==> src/rtl/scariv_ic_pkg.sv <==
// Shared types and constants for the instruction-side L2 arbiter.
// Holds the address/line types, the L2 source tags, the demand and
// prefetch slot state enums and the line-address helper.
package scariv_ic_pkg;

    localparam int PADDR_W         = 32;
    localparam int ICACHE_DATA_W   = 256;
    localparam int ICACHE_DATA_B_W = ICACHE_DATA_W / 8;
    localparam int IC_LINE_OFS_W   = $clog2(ICACHE_DATA_B_W);

    typedef logic [PADDR_W-1:0]       paddr_t;
    typedef logic [ICACHE_DATA_W-1:0] ic_data_t;

    localparam int IC_L2_TAG_DEMAND = 0;
    localparam int IC_L2_TAG_PREF   = 1;

    typedef enum logic [1:0] {
        DIdle,
        DWait,
        DMerged,
        DKill
    } ic_l2_dem_state_t;

    typedef enum logic {
        PIdle,
        PWait
    } ic_l2_pref_state_t;

    // Zero the byte offset within an i-cache line.
    function automatic paddr_t ic_line_addr(input paddr_t addr);
        return {addr[PADDR_W-1:IC_LINE_OFS_W], {IC_LINE_OFS_W{1'b0}}};
    endfunction

endpackage

==> src/rtl/scariv_ic_l2_arb.sv <==
// Instruction-side L2 arbiter: shares one L2 request/response channel
// between the i-cache demand-miss path and the instruction prefetcher.
// Demand wins by default; a starving prefetch gets one priority grant.
// A demand miss to the line of an in-flight prefetch merges into it.
// Optional build macro SCARIV_IC_L2_ARB_PERF_EN adds 32-bit saturating
// performance counters.
module scariv_ic_l2_arb
    import scariv_ic_pkg::*;
#(
    parameter int PREF_STARVE_MAX = 8,
    parameter int L2_TAG_W        = 2
) (
    input  logic                i_clk,
    input  logic                i_reset_n,
    input  logic                i_flush_valid,
    input  logic                i_fence_i,

    input  logic                i_demand_req_valid,
    output logic                o_demand_req_ready,
    input  paddr_t              i_demand_req_paddr,
    output logic                o_demand_resp_valid,
    output ic_data_t            o_demand_resp_data,

    input  logic                i_pref_req_valid,
    output logic                o_pref_req_ready,
    input  paddr_t              i_pref_req_paddr,
    output logic                o_pref_resp_valid,
    output ic_data_t            o_pref_resp_data,

    output logic                o_l2_req_valid,
    input  logic                i_l2_req_ready,
    output paddr_t              o_l2_req_paddr,
    output logic [L2_TAG_W-1:0] o_l2_req_tag,
    input  logic                i_l2_resp_valid,
    input  logic [L2_TAG_W-1:0] i_l2_resp_tag,
    input  ic_data_t            i_l2_resp_data
`ifdef SCARIV_IC_L2_ARB_PERF_EN
    ,
    output logic [31:0]         o_perf_demand_req_cnt,
    output logic [31:0]         o_perf_pref_req_cnt,
    output logic [31:0]         o_perf_merge_cnt,
    output logic [31:0]         o_perf_starve_cnt
`endif
);

    localparam int CNT_W = $clog2(PREF_STARVE_MAX + 1);
    localparam logic [CNT_W-1:0]    STARVE_MAX = CNT_W'(PREF_STARVE_MAX);
    localparam logic [L2_TAG_W-1:0] TAG_DEM    = L2_TAG_W'(IC_L2_TAG_DEMAND);
    localparam logic [L2_TAG_W-1:0] TAG_PREF   = L2_TAG_W'(IC_L2_TAG_PREF);

    ic_l2_dem_state_t  dem_q,  dem_d;
    ic_l2_pref_state_t pref_q, pref_d;
    paddr_t            pref_line_q, pref_line_d;
    logic [CNT_W-1:0]  starve_q, starve_d;

    paddr_t dem_line;
    paddr_t pref_line;
    logic   resp_dem;
    logic   resp_pref;
    logic   merge;
    logic   dem_elig;
    logic   pref_elig;
    logic   grant_pref;
    logic   grant_dem;
    logic   dem_fire;
    logic   pref_fire;
    logic   pref_resp_hit;
    logic   dem_resp_hit;
    logic   unexpected_resp;

    // Request decode, merge detection and arbitration (purely combinational).
    always_comb begin
        dem_line  = ic_line_addr(i_demand_req_paddr);
        pref_line = ic_line_addr(i_pref_req_paddr);
        resp_dem  = i_l2_resp_valid && (i_l2_resp_tag == TAG_DEM);
        resp_pref = i_l2_resp_valid && (i_l2_resp_tag == TAG_PREF);

        // A PREF response in the same cycle frees the prefetch slot, so the
        // demand then arbitrates normally instead of merging.
        merge = i_demand_req_valid && (dem_q == DIdle) && (pref_q == PWait) &&
                (dem_line == pref_line_q) && !resp_pref && !i_flush_valid;

        dem_elig  = i_demand_req_valid && (dem_q == DIdle) && !merge && !i_flush_valid;
        pref_elig = i_pref_req_valid && (pref_q == PIdle) && !i_fence_i;

        grant_pref = pref_elig && (!dem_elig || (starve_q == STARVE_MAX));
        grant_dem  = dem_elig && !grant_pref;
        dem_fire   = grant_dem && i_l2_req_ready;
        pref_fire  = grant_pref && i_l2_req_ready;

        pref_resp_hit = resp_pref && (pref_q == PWait);
        dem_resp_hit  = !i_flush_valid &&
                        (((dem_q == DWait) && resp_dem) ||
                         ((dem_q == DMerged) && resp_pref));

        unexpected_resp = i_l2_resp_valid &&
                          ((resp_dem && !((dem_q == DWait) || (dem_q == DKill))) ||
                           (resp_pref && (pref_q != PWait)) ||
                           (!resp_dem && !resp_pref));
    end

    // Outputs, held at zero while reset is asserted.
    always_comb begin
        o_l2_req_valid      = 1'b0;
        o_l2_req_paddr      = '0;
        o_l2_req_tag        = '0;
        o_demand_req_ready  = 1'b0;
        o_pref_req_ready    = 1'b0;
        o_demand_resp_valid = 1'b0;
        o_pref_resp_valid   = 1'b0;
        o_demand_resp_data  = '0;
        o_pref_resp_data    = '0;
        if (i_reset_n) begin
            o_l2_req_valid      = dem_elig || pref_elig;
            o_l2_req_paddr      = grant_pref ? pref_line : dem_line;
            o_l2_req_tag        = grant_pref ? TAG_PREF : TAG_DEM;
            o_demand_req_ready  = merge || dem_fire;
            o_pref_req_ready    = pref_fire;
            o_demand_resp_valid = dem_resp_hit;
            o_pref_resp_valid   = pref_resp_hit;
            o_demand_resp_data  = i_l2_resp_data;
            o_pref_resp_data    = i_l2_resp_data;
        end
    end

    // Demand slot next state.
    always_comb begin
        // NOTE: default first so every path assigns dem_d; no latch is inferred.
        dem_d = dem_q;
        case (dem_q)
            DIdle: begin
                if (merge)         dem_d = DMerged;
                else if (dem_fire) dem_d = DWait;
            end
            DWait: begin
                if (resp_dem)           dem_d = DIdle;
                else if (i_flush_valid) dem_d = DKill;
            end
            DKill: begin
                if (resp_dem) dem_d = DIdle;
            end
            DMerged: begin
                if (i_flush_valid || resp_pref) dem_d = DIdle;
            end
            default: dem_d = DIdle;
        endcase
    end

    // Prefetch slot next state and in-flight line capture.
    always_comb begin
        pref_d      = pref_q;
        pref_line_d = pref_line_q;
        case (pref_q)
            PIdle: begin
                if (pref_fire) begin
                    pref_d      = PWait;
                    pref_line_d = pref_line;
                end
            end
            PWait: begin
                if (resp_pref) pref_d = PIdle;
            end
            default: pref_d = PIdle;
        endcase
    end

    // Starvation counter: counts cycles an eligible prefetch loses to demand.
    always_comb begin
        starve_d = starve_q;
        if (pref_fire || !pref_elig) begin
            starve_d = '0;
        end else if (grant_dem && (starve_q != STARVE_MAX)) begin
            starve_d = starve_q + 1'b1;
        end
    end

    // State registers.
    always_ff @(posedge i_clk or negedge i_reset_n) begin
        if (!i_reset_n) begin
            dem_q       <= DIdle;
            pref_q      <= PIdle;
            pref_line_q <= '0;
            starve_q    <= '0;
        end else begin
            // NOTE: non-blocking assignments so all registers update from
            // the same pre-edge values.
            dem_q       <= dem_d;
            pref_q      <= pref_d;
            pref_line_q <= pref_line_d;
            starve_q    <= starve_d;
        end
    end

`ifdef SCARIV_IC_L2_ARB_PERF_EN
    logic [31:0] perf_dem_q, perf_pref_q, perf_merge_q, perf_starve_q;
    logic        starve_grant;

    assign starve_grant = pref_fire && dem_elig;

    // Saturating performance counters.
    always_ff @(posedge i_clk or negedge i_reset_n) begin
        if (!i_reset_n) begin
            perf_dem_q    <= '0;
            perf_pref_q   <= '0;
            perf_merge_q  <= '0;
            perf_starve_q <= '0;
        end else begin
            if (dem_fire && (perf_dem_q != '1))        perf_dem_q    <= perf_dem_q + 1'b1;
            if (pref_fire && (perf_pref_q != '1))      perf_pref_q   <= perf_pref_q + 1'b1;
            if (merge && (perf_merge_q != '1))         perf_merge_q  <= perf_merge_q + 1'b1;
            if (starve_grant && (perf_starve_q != '1)) perf_starve_q <= perf_starve_q + 1'b1;
        end
    end

    assign o_perf_demand_req_cnt = perf_dem_q;
    assign o_perf_pref_req_cnt   = perf_pref_q;
    assign o_perf_merge_cnt      = perf_merge_q;
    assign o_perf_starve_cnt     = perf_starve_q;
`endif

`ifndef SYNTHESIS
    // Flag responses that have no waiting owner; they are dropped.
    always_ff @(posedge i_clk) begin
        if (i_reset_n) begin
            assert (!unexpected_resp)
            else $warning("scariv_ic_l2_arb: unexpected L2 response tag %0d dropped", i_l2_resp_tag);
        end
    end
`endif

endmodule

==> config.mk <==
export PLATFORM = sky130hd
export DESIGN_NAME = scariv_ic_l2_arb
export DESIGN_NICKNAME = d
export VERILOG_FILES = /design/src/rtl/scariv_ic_pkg.sv /design/src/rtl/scariv_ic_l2_arb.sv
export SDC_FILE = /design/constraint.sdc
export NUM_CORES = 1
export LEC_CHECK = 0
export BUFFER_PORTS_ARGS = -buffer_cell sky130_fd_sc_hd__buf_2
export CORE_AREA = 3 3 346 348
export DETAILED_ROUTE_END_ITERATION = 10
export DIE_AREA = 0 0 349 351
export HOLD_SLACK_MARGIN = 0.08
export PLACE_DENSITY = 0.3
export RECOVER_POWER = 50
export SLEW_MARGIN = 20
export SYNTH_ARGS = -nofsm -noshare
export SYNTH_HDL_FRONTEND = slang
export SYNTH_SLANG_ARGS = --single-unit
==> constraint.sdc <==
create_clock -name i_clk -period 3.4 [get_ports i_clk]
set_clock_uncertainty 0.1 [all_clocks]
set_input_delay 0.34 -clock i_clk [delete_from_list [all_inputs] [get_ports i_clk]]
set_output_delay 0.34 -clock i_clk [all_outputs]
set_load 0.02 [all_outputs]
### After elaboration in Yosys (flattened, before gate mapping)

Cells that the tools add are included.

| word-level totals | value |
|---|---|
| register bits after elaboration | 34 |
| bits of input ports | 330 |
| output and inout port bits | 551 |
| logic and storage cells | 77 |

| operators by class | value |
|---|---|
| add/subtract/negate cells | 1 |
| eq/ne operators | 11 |
| muxes and demuxes | 22 |
| bitwise logic cells | 1 |
| reductions and logical operators | 38 |

Operators by type and width:

| kind | number |
|---|---|
| 2-to-1 mux 256 bit | 1 |
| 2-to-1 mux 32 bit | 2 |
| equality test 27 bit | 1 |
| logical AND 1 bit | 20 |
| 2-to-1 mux 2 bit | 6 |
| 2-to-1 mux 1 bit | 9 |
| 2-to-1 mux 4 bit | 2 |
| one-hot mux 2 bit (4 select lines) | 1 |
| zero test 1 bit | 7 |
| logical OR 1 bit | 6 |
| != test 3 bit (second input constant) | 2 |
| adder 4 x 1 -> 4 bit (second input constant) | 1 |
| equality test 2 x 1 -> 1 bit (second input constant) | 2 |
| equality test 2 bit (second input constant) | 2 |
| equality test 4 bit (second input constant) | 1 |
| zero test 2 bit | 2 |
| != test 4 bit (second input constant) | 1 |
| AND reduction 4 bit | 1 |
| != test 2 x 1 -> 1 bit (second input constant) | 1 |
| != test 2 bit (second input constant) | 1 |
| one-hot mux 1 bit (2 select lines) | 1 |
| AND reduction 2 bit | 1 |
| nonzero test 2 bit | 1 |
| NOT 1 bit | 1 |

### Logic depth before layout (Yosys ltp)

Gate-level depths: netlist of run 1.

| depth | value |
|---|---|
| depth after elaboration | 18 |
| depth in mapped cells | 9 |
| mapped depth without buffers | 6 |

### Worst setup path after synthesis of run 1

Ideal clock, no wire load.

| timing | value |
|---|---|
| path type | register to output |
| start | register pref_line_q[24] |
| end | output port o_l2_req_paddr[22] |
| arrival | 2.634 ns |
| data required time | 2.960 ns |
| setup slack | 0.326 ns |
| stages on the path, launching flop included | 10 |
| buffers on the path | 3 |
| cell sequence | dfrtp_1 > xnor2_1 > nand4_1 > or4_1 > or4_1 > buf_2 > a21oi_4 > buf_6 > buf_8 > mux2i_1 |

| between the ends | value |
|---|---|
| cells in the longest elaborated chain, start to end | 12 |

RTL lines:

| what | RTL line | RTL |
|---|---|---|
| start: declaration | scariv_ic_l2_arb.sv:53 | `paddr_t pref_line_q, pref_line_d;` |
| start signal: assignment | scariv_ic_l2_arb.sv:189 | `pref_line_q <= pref_line_d;` |
| equality test 27 bit | scariv_ic_l2_arb.sv:81 | `(dem_line == pref_line_q) && !resp_pref && !i_flush_valid;` |
| logical AND 1 bit | scariv_ic_l2_arb.sv:80 | `merge = i_demand_req_valid && (dem_q == DIdle) && (pref_q == PWait) &&` |
| logical AND 1 bit (2 in series) | scariv_ic_l2_arb.sv:81 |  |
| zero test 1 bit | scariv_ic_l2_arb.sv:83 | `dem_elig = i_demand_req_valid && (dem_q == DIdle) && !merge && !i_flush_valid;` |
| logical AND 1 bit (2 in series) | scariv_ic_l2_arb.sv:83 |  |
| zero test 1 bit | scariv_ic_l2_arb.sv:86 | `grant_pref = pref_elig && (!dem_elig \|\| (starve_q == STARVE_MAX));` |
| logical OR 1 bit | scariv_ic_l2_arb.sv:86 |  |
| logical AND 1 bit | scariv_ic_l2_arb.sv:86 |  |
| 2-to-1 mux 32 bit | scariv_ic_l2_arb.sv:115 | `o_l2_req_paddr = grant_pref ? pref_line : dem_line;` |
| 2-to-1 mux 32 bit | scariv_ic_l2_arb.sv:113 | `if (i_reset_n) begin` |
| end: declaration | scariv_ic_l2_arb.sv:32 | `output paddr_t o_l2_req_paddr,` |

No other way between the ends.

### Worst setup path in the final report of run 1

| timing | value |
|---|---|
| start | register pref_line_q[8] |
| end | output port o_l2_req_paddr[14] |

Same word-level chain as after synthesis.

==> impl_metrics.json, run 1 <==
{
  "tightestPinTransition_ns": 1.03,
  "failed_checks": "setup timing",
  "clk-insertion-delay-late_ns": 0.29,
  "synth_top_cell_by_area": "buf_4",
  "dpl_worst_slack_ns": 0.0385,
  "routed_wl_mm": 65.1,
  "area_overhead_vs_synth_pct": 77.2,
  "timing.final.hold_violations": 0,
  "timing.critical_path.slowest_stage_cell": "or4_4",
  "detailedRoute.firstPassIterationCount": 4,
  "synth_enable_flop_cells": 0,
  "syn-cell-area_um2": 6150,
  "yosys_register_bits": 34,
  "leakage_nw": 5.35,
  "yosys.cell_types.count": 43,
  "most_common_library_cell_in_the_layout_ignoring_fill_and_taps": "buf_2",
  "run_status": "finished, violations left",
  "post_drt_wl_per_cell_um": 22.1,
  "finalWorstPathRequiredPeriod_ns": 3.48,
  "grt.overflow.total": 0,
  "htreeDepth": 2,
  "critical_path.top_delay_family": "simple AND/OR/NAND/NOR gates",
  "cp_max_fo": 5,
  "timing.critical_path.to_type": "primary output",
  "hold_path_class": "in -> reg",
  "netlist_top_cells_area": "buf_4, and2_1, dfrtp_1, mux2i_1, mux2_2",
  "fp-row-count": 125,
  "vias": 7640,
  "boundaryPins": 881,
  "timing_worst_setup_path_type": "reg -> out",
  "drt_iter0_drc": 342,
  "tritoncts.num_buffers": 5,
  "antenna_found_initial": 26,
  "tritoncts": "done",
  "die_width_um": 349,
  "number_of_sinks_driven_by_the_clock_tree": 34,
  "achievable-frequency_mhz": 288,
  "antenna_left": 0,
  "clk_transition_reported_paths_ns": 0.07,
  "route.detailed.vias_per_inst": 2.59,
  "cts_root_buf": "clkbuf_16",
  "report.power.total_mw": 3.59,
  "report.final.setup_viol": 10,
  "cp_cell_sequence": "xnor2_2, nand4_1, or4_4, or4_4, a21oi_4, buf_12, buf_12, buf_16, mux2i_2, buf_4",
  "synth.avg_cell_area_um2": 7.59,
  "dieHeight_um": 351,
  "synth_sequential_area_ratio": 0.138,
  "hpwl_mm": 60.7,
  "drv_cap": 0,
  "setup.worst_path.start_class": "register",
  "floorplan.die_area_um2": 122000,
  "floorplan.initialDensity": 0.0528,
  "max-vdd-ir-drop_v": 0.000169,
  "most_used_cells_in_the_layout_excluding_fill_and_tap_cells": "buf_2, and2_0, and2_1, clkbuf_1, nand2_1",
  "detail_route.drc_violations": 0,
  "post_synth_inst_count": 811,
  "drv_slew": 0,
  "layout_setup_ws_ns": -0.0755,
  "yosys_most_used_dff": "dfrtp_1",
  "synthArstFlopShare": 1.00,
  "io_buffer_count": 864,
  "gr-usage-all-layers": 0.0973,
  "final_nets": 1745,
  "cp.arrival_ns": 3.04,
  "power.density_nw_per_um2": 329,
  "cp_data_required_time_ns": 2.96,
  "wire_length_of_the_first_global_routing_pass_mm": 78.1,
  "proportion_of_layout_cells_with_a_drive_suffix_above_1": 0.588,
  "timing.final.crit_share": 1.02,
  "number_of_global_route_vias_before_repair": 7433,
  "synth-warning-count": 0,
  "synth_top_area_share": 0.321,
  "rsz_0062_raised_after_global_routing": "true",
  "maximum_number_of_pins_on_one_net_before_global_route_repair": 111,
  "buffers_and_inverters_on_the_worst_path": 4,
  "globalplace.congestion": 0.846,
  "clk_path_buf_depth": 2,
  "slew-limit-headroom": 0.315,
  "cp_slowest_stage_delay_ns": 0.53,
  "coreArea_um2": 117000
}
[final timing paths]
check                                      from            endpoint  slack, ns  cells after the start
max                              pref_line_q[8]  o_l2_req_paddr[14]      -0.08                     10
min                        i_pref_req_paddr[10]     pref_line_q[10]       0.20                      2
max reg2reg                      pref_line_q[8]     pref_line_q[18]       0.55                      9
min reg2reg                     pref_line_q[21]     pref_line_q[21]       0.41                      1
max in group asynchronous             i_reset_n            dem_q[0]       1.55                      3
min in group asynchronous             i_reset_n     pref_line_q[30]       0.43                      2
[cells in the mapped netlist (all sizes together), types with 4 or more instances]
cell and count:
nand4 5, o211ai 5, buf 268, and2 259, nand2 65, nor4 5
dfrtp 34, inv 4, nand3 4, nor2 6, clkbuf 35, a21oi 7
xnor2 15, mux2i 27, o21ai 4, xor2 12, mux2 28
[logic make-up after synthesis]
| family | share of synthesized area |
|---|---|
| adders and majority gates | 0.00407 |
| other | 0.000610 |
| DFF | 0.138 |
| xor gates and xnor gates | 0.0384 |
| AOI/OAI and AO/OA | 0.0277 |
| muxes | 0.0952 |
| buffers and inverters | 0.351 |
| and+or+nand+nor | 0.344 |
[final cells by class]
type	count	area, um^2
diodes	7	17.5
clock buffers	5	125
clock inverters	3	68.8
fillers	13800	106000
inverters	4	15.0
multi-input cells	475	3290
flip-flops and latches	34	851
well taps	1524	1910
repair buffers	893	4630
[state kept, by name, indices dropped and copies added (netlist names)]
signal,cells
pref_line_q,27
pref_q,1
starve_q,4
dem_q,2
[power breakdown]
part | internal [mW] | switching, mW | total, mW
Clock | 0.422 | 0.204 | 0.626
Sequential | 0.567 | 0.128 | 0.694
Combinational | 0.867 | 1.40 | 2.27
[metrics by stage]
stage	TNS (ns)	std cells	utilization	hold slack, ns	instance area [um^2]
final	-0.482	2945	0.0936	0.197	10900
after global routing	-2.30	2940	0.0935	0.200	10900
after CTS	-0.127	2937	0.0938	0.189	10900
after detailed placement	0	2921	0.0900	0.145	10500
after global placement	0	2921	0.0900	0.150	10500
after floorplan	0	816	-	-0.0556	6170
[per-layer routing]
metal  global-route usage  routed length [um]
met5                    0                 106
met1                0.114               25600
met4              0.00898                1060
met3               0.0256                4790
met2                0.183               33500
[repair_timing]
action,4_1_cts,5_1_grt
hold buffers,1,0
endpoints found under the setup margin,30,30
pin swaps,6,0
buffers inserted,5,0
hold endpoints to repair,2,0
gates resized for setup,26,31
cloned,2,1
Power figures use the tool's default switching activity.
==> run 2, diff against run 1 <==
Settings changed: ABC_AREA set to 1, CORE_AREA 3 3 346 348 to 3 3 345 347, CTS_BUF_LIST set to sky130_fd_sc_hd__clkbuf_8, DIE_AREA 0 0 349 351 to 0 0 348 350.
==> impl_metrics.json, run 2 <==
{
  "run_status": "finished clean",
  "cp.arrival_ns": 2.62,
  "holdPathEnd": "pref_line_q[27]",
  "setup_tns_ns": 0,
  "top_regs": "pref_line_q (27), starve_q (4), dem_q (2)",
  "synth_sequential_area_ratio": 0.131,
  "timing_worst_setup_path_type": "reg -> out",
  "clk_path_buf_depth": 2,
  "gr-usage-all-layers": 0.0735,
  "drv_slew": 0,
  "boundaryPins": 881,
  "worstReg2RegStart": "pref_line_q[23]",
  "vias": 8743,
  "maximum_number_of_pins_on_one_net_before_global_route_repair": 78,
  "syn-cell-area_um2": 6480,
  "synth.avg_cell_area_um2": 5.41,
  "wire_length_of_the_first_global_routing_pass_mm": 63.7,
  "regMostFlops": "pref_line_q",
  "final_nets": 2154,
  "ff2ff_path_depth": 15,
  "coreArea_um2": 116000,
  "most_common_library_cell_in_the_layout_ignoring_fill_and_taps": "buf_2",
  "io_buffer_count": 864,
  "dpl_worst_slack_ns": 0.320,
  "hold_depth": 3,
  "cts_root_buf": "clkbuf_8",
  "detail_route.drc_violations": 0,
  "yosys_register_bits": 34,
  "yosys_most_used_dff": "dfrtp_1",
  "most_used_cells_in_the_layout_excluding_fill_and_tap_cells": "buf_2, nand2_1, inv_1, clkbuf_1, nor2_1",
  "critical_path.startpoint": "pref_line_q[23]",
  "clk-insertion-delay-late_ns": 0.36,
  "synth_top_cell_by_area": "buf_4",
  "drt_iter0_drc": 359,
  "leakage_nw": 7.01,
  "setup.worst_path.start_class": "register",
  "rsz_0062_raised_after_global_routing": "false",
  "hold_path_class": "in -> reg",
  "grt.overflow.total": 0,
  "globalplace.congestion": 0.767,
  "timing.critical_path.slowest_stage_cell": "dfrtp_1",
  "htreeDepth": 2,
  "largest_register_ffs": 27,
  "post_synth_most_frequent_cells": "nand2_1, inv_1, buf_4",
  "slew-limit-headroom": 0.0529,
  "cp_cell_sequence": "inv_1, nand2_1, nand2_1, nand2_2, nor2_1, nand2_1, nor2_2, nand2_2, nand3_4, nand2_2, inv_2, buf_12, nor2_1, nor2_1, buf_2",
  "clk_transition_reported_paths_ns": 0.08,
  "die_width_um": 348,
  "holdCritStartpoint": "i_pref_req_paddr[27]",
  "proportion_of_layout_cells_with_a_drive_suffix_above_1": 0.357,
  "cp_max_fo": 18,
  "netlist_top_cells_area": "buf_4, nand2_1, inv_1, dfrtp_1, nor2_1",
  "tritoncts.num_buffers": 5,
  "tritoncts": "done",
  "number_of_global_route_vias_before_repair": 8669,
  "report.final.setup_viol": 0,
  "synth-warning-count": 0,
  "cp_slowest_stage_delay_ns": 0.39,
  "synth_top_area_share": 0.307,
  "fin_cells": 3350,
  "floorplan.die_area_um2": 122000,
  "timing.critical_path.to_type": "primary output",
  "post_drt_wl_per_cell_um": 14.6,
  "numPlacedInstances": 3320,
  "yosys.cell_types.count": 27,
  "post_synth_inst_count": 1198,
  "fp-row-count": 125,
  "drv_cap": 0,
  "max-vdd-ir-drop_v": 0.000198,
  "r2r_slack_ns": 0.85,
  "layout.core_utilization": 0.0932,
  "antenna_found_initial": 10,
  "most_instantiated_library_cell_after_synthesis": "nand2_1",
  "finalWorstPathRequiredPeriod_ns": 3.06,
  "achievable-frequency_mhz": 326,
  "power.density_nw_per_um2": 301,
  "routed_wl_mm": 48.8,
  "number_of_sinks_driven_by_the_clock_tree": 34,
  "timing.final.crit_share": 0.901,
  "report.power.total_mw": 3.26,
  "tightestPinTransition_ns": 1.42,
  "detailedRoute.firstPassIterationCount": 4,
  "timing.final.hold_violations": 0,
  "floorplan.initialDensity": 0.0557,
  "route.detailed.vias_per_inst": 2.61,
  "crit-reg2reg-capture": "pref_line_q[16]",
  "hpwl_mm": 44.2,
  "area_overhead_vs_synth_pct": 67.2,
  "buffers_and_inverters_on_the_worst_path": 4,
  "cp_data_required_time_ns": 2.96,
  "critical_path.top_delay_family": "simple AND/OR/NAND/NOR gates",
  "synthArstFlopShare": 1.00,
  "layout_setup_ws_ns": 0.336,
  "dieHeight_um": 350,
  "antenna_left": 0,
  "synth_enable_flop_cells": 0
}
run 2: cell count changes after synthesis, moves of 9 or more:
cell / before / now
nand2_1: 65 / 385
mux2_2: 23 / 0
o21ai_1: 0 / 21
and2_1: 259 / 0
o21ai_0: 4 / 25
inv_1: 4 / 308
xor2_1: 12 / 0
xnor2_1: 15 / 6
mux2i_1: 27 / 0
nor2_1: 6 / 73
o21ai_2: 0 / 10
run 2: layout make-up:
type | count | area (um^2)
repair buffers | 915 | 4430
multi-input cells | 554 | 2320
well taps | 1524 | 1910
inverters | 312 | 1170
flip-flops and latches | 34 | 851
fillers | 14100 | 105000
clock buffers | 5 | 68.8
clock inverters | 3 | 68.8
diodes | 3 | 7.51
run 2: kinds of logic after synthesis:
kind of cell / after synthesis / synth area share
other: 1 / 0.000579
AND/OR/NAND/NOR: 478 / 0.287
buffers and inverters: 615 / 0.514
adder cells (fa/ha/maj): 2 / 0.00386
flip-flops: 34 / 0.131
XOR/XNOR: 6 / 0.00811
AO/OA/AOI/OAI: 62 / 0.0549
run 2: metal layers:
layer / vias up / track usage / share of wire
li1: 4325 / - / -
met1: 3886 / 0.0918 / 0.43
met2: 494 / 0.119 / 0.45
met3: 36 / 0.0276 / 0.10
met4: 2 / 0.0184 / 0.021
met5: - / 0 / 0.00027
run 2: how the worst max path moves through the flow:
stage	end	cells after the start
after floorplan	o_l2_req_paddr[11]	14
after global placement	o_demand_req_ready	14
after detailed placement	o_demand_req_ready	14
after CTS	o_demand_req_ready	14
after global routing	o_demand_req_ready	15
final	o_l2_req_paddr[22]	15
run 2: worst register-to-register path, cell delays in order (launching register included):
cell and delay, ns:
dfrtp_1 0.39, inv_1 0.07, nand2_1 0.05, nand2_1 0.06
nand2_2 0.11, nor2_1 0.20, nand2_1 0.20, nor2_2 0.16
nand2_2 0.12, nand3_4 0.09, buf_4 0.16, nand3_4 0.15
inv_2 0.17, buf_12 0.21, nand2_1 0.16, o21ai_2 0.07
run 2: power breakdown:
| part | switching (mW) | internal, mW | leakage, nW |
|---|---|---|---|
| clock | 0.232 | 0.295 | 0.0684 |
| sequential | 0.0845 | 0.562 | 0.424 |
| combinational | 1.40 | 0.678 | 6.52 |
| total | 1.72 | 1.53 | 7.01 |
run 2: timing repair:
item / CTS / global route
endpoints found under the hold margin: 18 / 0
setup endpoints to repair: 11 / 19
setup buffers: 0 / 1
hold buffers: 18 / 0
resized for setup: 1 / 2
run 2: metrics by stage:
step / instance area [um^2] / hold WS (ns)
finish: 10800 / 0.136
floorplan: 6500 / -0.0556
detailed placement: 10900 / 0.390
CTS: 11200 / 0.0803
global placement: 10900 / 0.385
global route: 10800 / 0.108
==> run 3, diff against run 2 <==
Settings changed: GPL_TIMING_DRIVEN set to 0.
==> impl_metrics.json, run 3 (synthesis results as in run 2) <==
{
  "run_status": "finished, violations left",
  "failed_checks": "capacitance limit, slew limit",
  "fin_cells": 3632,
  "most_used_cells_in_the_layout_excluding_fill_and_tap_cells": "buf_2, nand2_1, inv_1, clkbuf_1, buf_4",
  "routed_wl_mm": 58.0,
  "regArea_um2": 851,
  "slew-limit-headroom": -0.390,
  "achievable-frequency_mhz": 312,
  "cp_slowest_stage_delay_ns": 0.40,
  "floorplan.initialDensity": 0.0557,
  "antenna_found_initial": 18,
  "critPathCapture": "o_l2_req_paddr[20]",
  "cp_common_cell": "nand2_1",
  "htreeDepth": 2,
  "dieHeight_um": 350,
  "buffers_and_inverters_on_the_worst_path": 3,
  "clk-insertion-delay-late_ns": 0.35,
  "drv_cap": 1,
  "cp_max_fo": 11,
  "critical_path.startpoint": "pref_line_q[29]",
  "dpl_worst_slack_ns": -0.495,
  "hold_path_class": "in -> reg",
  "r2r_slack_ns": 0.46,
  "io_buffer_count": 864,
  "rsz_0062_raised_after_global_routing": "false",
  "cp_data_required_time_ns": 2.96,
  "coreArea_um2": 116000,
  "post_drt_wl_per_cell_um": 16.0,
  "tritoncts": "done",
  "pwr-share-clk": 0.148,
  "top_regs": "pref_line_q (27), starve_q (4), dem_q (2)",
  "boundaryPins": 881,
  "hpwl_mm": 52.7,
  "tightestPinTransition_ns": 2.08,
  "timing.critical_path.to_type": "primary output",
  "antenna_left": 0,
  "cp_cell_sequence": "xnor2_1, nand2_1, nor2_4, nand2_1, nor2_1, nand2_2, nand3_4, nand2_8, buf_12, buf_8, o21ai_1, nor2_2, buf_4",
  "detailedRoute.firstPassIterationCount": 4,
  "clk_transition_reported_paths_ns": 0.09,
  "regMostFlops": "pref_line_q",
  "gr-usage-all-layers": 0.0887,
  "multiInputGateArea_um2": 2370,
  "report.final.setup_viol": 0,
  "power.internal_mw": 1.71,
  "most_common_library_cell_in_the_layout_ignoring_fill_and_taps": "buf_2",
  "critical_path.top_delay_family": "simple AND/OR/NAND/NOR gates",
  "ff2ff_path_depth": 14,
  "seqPwrFrac": 0.183,
  "worst_hold_slack_ns": 0.131,
  "wire_length_of_the_first_global_routing_pass_mm": 75.2,
  "max-vdd-ir-drop_v": 0.000194,
  "clk_path_buf_depth": 2,
  "switching_fraction_of_total_power": 0.521,
  "timing.critical_path.slowest_stage_cell": "dfrtp_1",
  "setup.worst_path.start_class": "register",
  "numPlacedInstances": 3592,
  "globalplace.congestion": 0.758,
  "setup_tns_ns": 0,
  "timing_worst_setup_path_type": "reg -> out",
  "maximum_number_of_pins_on_one_net_before_global_route_repair": 35,
  "drt_iter0_drc": 401,
  "finalWorstPathRequiredPeriod_ns": 3.21,
  "detail_route.drc_violations": 0,
  "drv_slew": 35,
  "netSwitchingPower_mw": 1.85,
  "timing.final.hold_violations": 0,
  "layout_setup_ws_ns": 0.194,
  "route.detailed.vias_per_inst": 2.63,
  "largest_register_ffs": 27,
  "fillCellCount": 14000,
  "cp.arrival_ns": 2.77,
  "vias": 9543,
  "proportion_of_layout_cells_with_a_drive_suffix_above_1": 0.441,
  "report.power.total_mw": 3.56,
  "crit-reg2reg-capture": "pref_line_q[29]",
  "die_width_um": 348,
  "power.density_nw_per_um2": 277,
  "fp-row-count": 125,
  "final_nets": 2425,
  "number_of_sinks_driven_by_the_clock_tree": 34,
  "cts_root_buf": "clkbuf_8",
  "p_comb_frac": 0.669,
  "leakage_nw": 8.38,
  "grt.overflow.total": 0,
  "timing.final.crit_share": 0.943,
  "tritoncts.num_buffers": 5,
  "worstReg2RegStart": "pref_line_q[29]",
  "number_of_global_route_vias_before_repair": 9609,
  "floorplan.die_area_um2": 122000,
  "path_depth": 13,
  "area_overhead_vs_synth_pct": 98.6
}
run 3: cell types whose count changed in the layout (fill, tap and decap cells not counted), sizes merged:
cell,previous run,this run
buf,620,883
clkbuf,282,297
diode,3,14
dlygate4sd3,18,10
clkinv,1,2
clkinvlp,1,0
dlymetal6s4s,0,1
run 3: final cells by class:
cell class / count / area share
inverters: 312 / 0.0922
clock inverters: 3 / 0.00535
plain buffers: 303 / 0.171
repair buffers: 883 / 0.324
clock buffers: 5 / 0.00535
diodes: 14 / 0.00272
multi-input cells: 554 / 0.184
well taps: 1524 / 0.148
flip-flops and latches: 34 / 0.0661
run 3: what timing repair did:
action,4_1_cts,5_1_grt
hold endpoints to repair,43,0
hold buffers,11,0
setup buffers,1,6
gates cloned,0,0
endpoints found under the setup margin,54,17
gates resized for setup,28,8
pin swaps,2,3
run 3: tightest hold or removal path, delay by kind of cell:
family | cells | cell delay, ns
buffers and inverters | 1 | 0.09
AND/OR/NAND/NOR | 2 | 0.10
run 3: through the flow:
| step | cell area, um^2 | utilization |
|---|---|---|
| global route | 12800 | 0.110 |
| floorplan | 6500 | - |
| CTS | 13100 | 0.113 |
| detailed placement | 12700 | 0.110 |
| global placement | 12700 | 0.110 |
| finish | 12900 | 0.111 |
run 3: worst min path at each step:
stage | from | endpoint | slack (ns) | depth (start not counted)
after floorplan | i_reset_n | dem_q[0] | -0.06 | 0
after global placement | pref_line_q[5] | pref_line_q[5] | 0.38 | 2
after detailed placement | i_reset_n | dem_q[0] | 0.33 | 1
after CTS | i_pref_req_paddr[29] | pref_line_q[29] | 0.09 | 3
after global routing | i_pref_req_paddr[14] | pref_line_q[14] | 0.10 | 3
final | i_pref_req_paddr[29] | pref_line_q[29] | 0.13 | 3
run 3: layer usage:
metal  global-route usage  share of wire  vias to the layer above
li1                     -              -                     4886
met3               0.0330           0.11                       34
met5                    0        0.00064                        -
met2                0.146           0.45                      511
met1                0.112           0.43                     4106
met4               0.0137          0.012                        6
run 3: power groups by stage:
stage | combinational (mW) | clock, mW | sequential [mW]
after global routing | 2.65 | 0.585 | 0.678
final | 2.38 | 0.526 | 0.652
after detailed placement | 2.41 | 0 | 0.650
after CTS | 2.47 | 0.578 | 0.649
after global placement | 2.41 | 0 | 0.654
after floorplan | 1.38 | 0 | 0.637
